===== config.mk =====
export PLATFORM = sky130hd
export DESIGN_NAME = systolic_feed_ctrl
export DESIGN_NICKNAME = d
export VERILOG_FILES = /design/src/rtl/systolic_feed_ctrl.sv
export SDC_FILE = /design/constraint.sdc
export NUM_CORES = 2
export LEC_CHECK = 0
export CORE_ASPECT_RATIO = 0.8
export CORE_MARGIN = 10
export CORE_UTILIZATION = 61
export CTS_CLUSTER_DIAMETER = 30
export DETAILED_ROUTE_END_ITERATION = 8
export PLACE_DENSITY = 0.91
export SLEW_MARGIN = 25
export SYNTH_ARGS = -nofsm -noshare
export SYNTH_HDL_FRONTEND = slang
export SYNTH_SLANG_ARGS = --single-unit

===== constraint.sdc =====
create_clock -name clk -period 4.84 [get_ports clk]
set_input_delay 1.452 -clock clk [delete_from_list [all_inputs] [get_ports clk]]
set_output_delay 1.452 -clock clk [all_outputs]
set_load 0.01 [all_outputs]

===== src/rtl/systolic_feed_ctrl.sv =====
`default_nettype none
// ============================================================================
// Module   : systolic_feed_ctrl
// Brief    : Operand feeder for an NxN systolic array. It walks k A-columns and
//            k B-rows, skews the lanes, drains the array and pulses done.
//            Optional macro SYSTOLIC_PERF_CNT_EN adds the cyc_cnt busy counter.
// Revision : 1.0 - initial release
// ============================================================================
module systolic_feed_ctrl #(
  parameter int N  = 16,
  parameter int DW = 16,
  parameter int KW = 8
) (
  input  logic            clk,
  input  logic            rst,
  input  logic            start,
  input  logic [KW-1:0]   k,
  input  logic            abort,
  output logic [KW-1:0]   a_addr,
  output logic [KW-1:0]   b_addr,
  input  logic [N*DW-1:0] a_rdata,
  input  logic [N*DW-1:0] b_rdata,
  output logic [N*DW-1:0] a_out,
  output logic [N*DW-1:0] b_out,
  output logic            arr_clr,
  output logic            busy,
  output logic            done
`ifdef SYSTOLIC_PERF_CNT_EN
  ,
  output logic [31:0]     cyc_cnt
`endif
);

  localparam int c_dcw = (2*N > 1) ? $clog2(2*N) : 1;
  localparam logic [c_dcw-1:0] c_drain_last = c_dcw'(2*N-1);

  typedef enum logic [2:0] {
    ST_IDLE  = 3'd0,
    ST_CLEAR = 3'd1,
    ST_FEED  = 3'd2,
    ST_DRAIN = 3'd3,
    ST_DONE  = 3'd4
  } state_t;

  state_t            r_state;
  state_t            w_state_nxt;
  logic [KW-1:0]     r_k;
  logic [KW-1:0]     r_cnt;
  logic [c_dcw-1:0]  r_dcnt;
  logic              r_feed_d;
  logic [KW-1:0]     w_last_addr;
  logic              w_accept;
  logic [N*DW-1:0]   w_a_in;
  logic [N*DW-1:0]   w_b_in;

  assign w_accept    = (r_state == ST_IDLE) && start && !abort && (k != '0);
  assign w_last_addr = r_k - KW'(1);

  always_ff @(posedge clk or negedge rst) begin
    if (!rst) begin
      r_state <= ST_IDLE;
    end else begin
      r_state <= w_state_nxt;
    end
  end

  always_comb begin
    w_state_nxt = r_state;
    arr_clr     = 1'b0;
    busy        = 1'b1;
    done        = 1'b0;
    case (r_state)
      ST_IDLE: begin
        busy = 1'b0;
        if (w_accept) w_state_nxt = ST_CLEAR;
      end
      ST_CLEAR: begin
        arr_clr     = 1'b1;
        w_state_nxt = ST_FEED;
      end
      ST_FEED: begin
        if (r_cnt == w_last_addr) w_state_nxt = ST_DRAIN;
      end
      ST_DRAIN: begin
        if (r_dcnt == c_drain_last) w_state_nxt = ST_DONE;
      end
      ST_DONE: begin
        done        = 1'b1;
        w_state_nxt = ST_IDLE;
      end
      default: w_state_nxt = ST_IDLE;
    endcase
    // Abort outranks every other transition, including a start in IDLE.
    if (abort && (r_state != ST_IDLE)) w_state_nxt = ST_IDLE;
  end

  always_ff @(posedge clk or negedge rst) begin
    if (!rst) begin
      r_k <= '0;
    end else if (w_accept) begin
      r_k <= k;
    end
  end

  // Address counter returns to 0 on the last FEED cycle, so it never wraps.
  always_ff @(posedge clk or negedge rst) begin
    if (!rst) begin
      r_cnt <= '0;
    end else if ((r_state == ST_FEED) && !abort && (r_cnt != w_last_addr)) begin
      r_cnt <= r_cnt + KW'(1);
    end else begin
      r_cnt <= '0;
    end
  end

  always_ff @(posedge clk or negedge rst) begin
    if (!rst) begin
      r_dcnt <= '0;
    end else if ((r_state == ST_DRAIN) && !abort) begin
      r_dcnt <= r_dcnt + c_dcw'(1);
    end else begin
      r_dcnt <= '0;
    end
  end

  always_ff @(posedge clk or negedge rst) begin
    if (!rst) begin
      r_feed_d <= 1'b0;
    end else begin
      r_feed_d <= (r_state == ST_FEED) && !abort;
    end
  end

  assign a_addr = r_cnt;
  assign b_addr = r_cnt;

  // Read data is only meaningful the cycle after a FEED address; zero otherwise.
  assign w_a_in = r_feed_d ? a_rdata : '0;
  assign w_b_in = r_feed_d ? b_rdata : '0;

  generate
    for (genvar gi = 0; gi < N; gi++) begin : g_lane
      if (gi == 0) begin : g_direct
        assign a_out[DW-1:0] = w_a_in[DW-1:0];
        assign b_out[DW-1:0] = w_b_in[DW-1:0];
      end else begin : g_skew
        logic [DW-1:0] r_a_pipe [gi];
        logic [DW-1:0] r_b_pipe [gi];

        always_ff @(posedge clk or negedge rst) begin
          if (!rst) begin
            for (int j = 0; j < gi; j++) begin
              r_a_pipe[j] <= '0;
              r_b_pipe[j] <= '0;
            end
          end else if (abort) begin
            for (int j = 0; j < gi; j++) begin
              r_a_pipe[j] <= '0;
              r_b_pipe[j] <= '0;
            end
          end else begin
            r_a_pipe[0] <= w_a_in[gi*DW +: DW];
            r_b_pipe[0] <= w_b_in[gi*DW +: DW];
            for (int j = 1; j < gi; j++) begin
              r_a_pipe[j] <= r_a_pipe[j-1];
              r_b_pipe[j] <= r_b_pipe[j-1];
            end
          end
        end

        assign a_out[gi*DW +: DW] = r_a_pipe[gi-1];
        assign b_out[gi*DW +: DW] = r_b_pipe[gi-1];
      end
    end
  endgenerate

`ifdef SYSTOLIC_PERF_CNT_EN
  logic [31:0] r_cyc_cnt;

  always_ff @(posedge clk or negedge rst) begin
    if (!rst) begin
      r_cyc_cnt <= '0;
    end else if (busy && (r_cyc_cnt != 32'hFFFF_FFFF)) begin
      r_cyc_cnt <= r_cyc_cnt + 32'd1;
    end
  end

  assign cyc_cnt = r_cyc_cnt;
`endif

endmodule
`default_nettype wire


==> results.md <==
- Status: complete, no violations
- Max-cap violations: 0
- Cell mode on critical path: clkdlybuf4s50_1
- Max stage delay cell, worst path: clkdlybuf4s50_1
- Synth async-reset ratio: 100%
- Peak VDD IR: 0.371 mV
- Starting density of the core: 61.4%
- Nets: 9999
- Worst setup EP type: output port
- Io pins: 1055
- RSZ-0062 raised after global routing: false
- Slew margin rel.: 27.3%
- Clock-pin transition on the worst setup and hold timing paths: 60 ps
- Slew @ Worst Pin: 1090 ps
- Cell taking the most area after synthesis: dfrtp_1
- Worst min path class: register to register
- Max Freq: 219 MHz
- Dpl ws: 269 ps
- Antenna violations before repair: 89
- Mapped Nets: 9250
- Area grow syn2layout: 20.9%
- Die Width: 530 um
- #FFs+latches synth: 3865
- Primary FF master, synth: dfrtp_1
- Row count: 149
- Mean post-synth cell area: 14.5 um2
- Share of post-route cells with drive strength above 1: 9.50%
- Post-cts sizing count: 0
- Crit path DAT: 3110 ps
- PD cells: 460 mW/mm2
- Die Span Y: 428 um
- First-pass GRT wire length: 490000 um
- CTS Buf Count: 453
- Maximum number of pins on one net before global-route repair: 245
- Max FO, Critical Path: 1
- Cell variety after synth: 35
- Worst stage delay on the critical path: 640 ps
- Core box area: 0.206 mm2
- Worst Setup Start Kind: input pin
- Longest Clk Path Bufs: 4
- Fin crit share: 94.2%
- Vias: 65534
- Register share of total power: 46.2%
- PortBufs: 1054
- Worst-path cell chain: clkdlybuf4s50_1 > buf_4 > and2_1 > clkdlybuf4s50_1
- DR vias/cell: 5.18
- CTS sink count: 3865
- Net load switching power: 16000 uW
- Post-CTS Setup Repair Bufs: 0
- Power Internal: 54500 uW
- H-tree depth: 5
- Most common cell in the synthesized netlist: dfrtp_1
- Hold Buf Count CTS: 0
- Clk network pwr share: 50.9%
- Aggregate routed wire length: 337000 um
- YS warnings: 0
- DP Area: 0.137 mm2
- Final setup fails: 0
- Post-layout instance area: 0.153 mm2
- Worst EP required: 3390 ps
- CTS tree: built
- Initial drt markers: 4884
- Area fraction of the dominant cell type after synthesis: 76.3%
- Hold Crit Depth: 1
- Post-route ant nets: 0
- Static leakage: 0.0758 uW
- Setup slack after layout: 280 ps
- Setup TNS: 0 ps
- Total gr overflow: 0
- Register-to-Register Path Depth: 7
- DRT Pass-1 Iters: 6
- Comb pwr share: 2.9%
- CTS root buffer: clkbuf_16
- CP Class: input pin to output port
- Tmin final: 4560 ps
- Post-synthesis sequential area ratio: 76.3%
- Total GRT Usage: 29.2%
- Slew Viols, Final: 0
- Hold Violations, Final: 0
- Synthesized area: 0.127 mm2
- Clk_skew: 56.5 ps
- Dpl hpwl: 173000 um
- EDFF count, synth: 0
- DR DRC count: 0
- Final Util: 74.2%
- Cells after Synth: 8722
- Sw Ratio: 22.7%
- Latest clock arrival within the worst-skew pair: 950 ps
- RePlAce Congestion: 0.875
- Routed len/inst: 26.6 um
- Number of global-route vias before repair: 76260
- Synth cell count leaders: dfrtp_1 (3865), nor2b_1 (3362), and2_1 (517)
- Die ar.: 0.226 mm2
- Synth top area cells: dfrtp_1 (76%), nor2b_1 (17%), buf_4 (2.7%)
-- power by group through the flow --
stage	registers, uW	clock network, uW	logic (uW)
floorplan	33100	0	593
global placement	33100	0	1910
detailed placement	33100	0	1990
CTS	32600	36100	2070
global route	32500	37500	2220
finish	32600	35900	2050
-- registers in the layout, indices dropped and copies added, names as in the netlist --
signal	cells
a_addr	8
r_state	3
g_lane.g_skew.r_b_pipe	1696
g_lane.g_skew.r_a_pipe	1696
r_feed_d	1
r_k	8
a_out	224
b_out	224
r_dcnt	5
-- routing by layer --
metal	global-route usage, %	routed length [um]
met1	30.5	111000
met3	6.98	18700
met5	0	251
met2	52.5	180000
met4	19.6	26700
-- final timing paths --
| kind | from | end | slack, ps |
|---|---|---|---|
| setup / recovery | b_rdata[2] | b_out[2] | 280 |
| hold / removal | g_lane[13].g_skew.r_a_pipe[156] | g_lane[13].g_skew.r_a_pipe[140] | 430 |
| setup reg to reg | r_k[0] | a_addr[7] | 1910 |
| hold reg to reg | g_lane[13].g_skew.r_a_pipe[156] | g_lane[13].g_skew.r_a_pipe[140] | 430 |
| max in group asynchronous | rst | a_out[58] | 2750 |
| min in group asynchronous | rst | g_lane[13].g_skew.r_b_pipe[112] | 460 |
-- stage by stage --
stage | hold slack (ps) | cells | total power, uW
finish | 435 | 12644 | 70500
global route | 405 | 12633 | 72300
CTS | 393 | 12575 | 70700
detailed placement | 446 | 11731 | 35100
global placement | 439 | 11731 | 35000
floorplan | 433 | 8722 | 33700
-- cell families after synthesis --
family	after synthesis	synth area share [%]
buffers and inverters	891	3.99
multiplexers	7	0.0622
XOR/XNOR	16	0.117
adder cells (fa/ha/maj)	4	0.0395
AO/OA/AOI/OAI	11	0.0849
AND/OR/NAND/NOR	3928	19.4
flip-flops	3865	76.3
-- cell type report --
type                    count  area [um2]
multi-input cells        3966       24900
flip-flops and latches   3865       96700
repair buffers           1181       12100
clock buffers             565       12400
fillers                 10109       53200
well taps                2718        3400
diodes                     66         165
clock inverters           279        3380
inverters                   4        15.0
-- placed cells by master, fill, tap and decap left out, types with 5 or more instances in the layout --
cell type | synthesis | layout
xnor2_1 | 9 | 9
clkdlybuf4s50_1 | 0 | 1052
nor2b_1 | 3362 | 3361
nand3_1 | 5 | 5
diode_2 | 0 | 66
clkbuf_1 | 431 | 49
bufinv_16 | 0 | 54
clkinv_8 | 0 | 6
clkbuf_8 | 0 | 59
inv_6 | 0 | 46
clkinv_4 | 0 | 35
clkinv_2 | 0 | 76
clkinvlp_4 | 0 | 47
dfrtp_1 | 3865 | 3864
clkbuf_16 | 0 | 457
nor3_1 | 10 | 10
buf_12 | 0 | 45
xor2_1 | 6 | 6
and2_1 | 517 | 517
nand2_1 | 7 | 7
buf_4 | 456 | 80
nor2_1 | 10 | 10
inv_8 | 0 | 10
mux2_2 | 7 | 7
-- critical path, delay by kind of cell --
family | cells | cell delay [ps]
buffers and inverters | 3 | 1320
and+or+nand+nor | 1 | 320
Note: power is estimated with default switching activity, not from simulation.
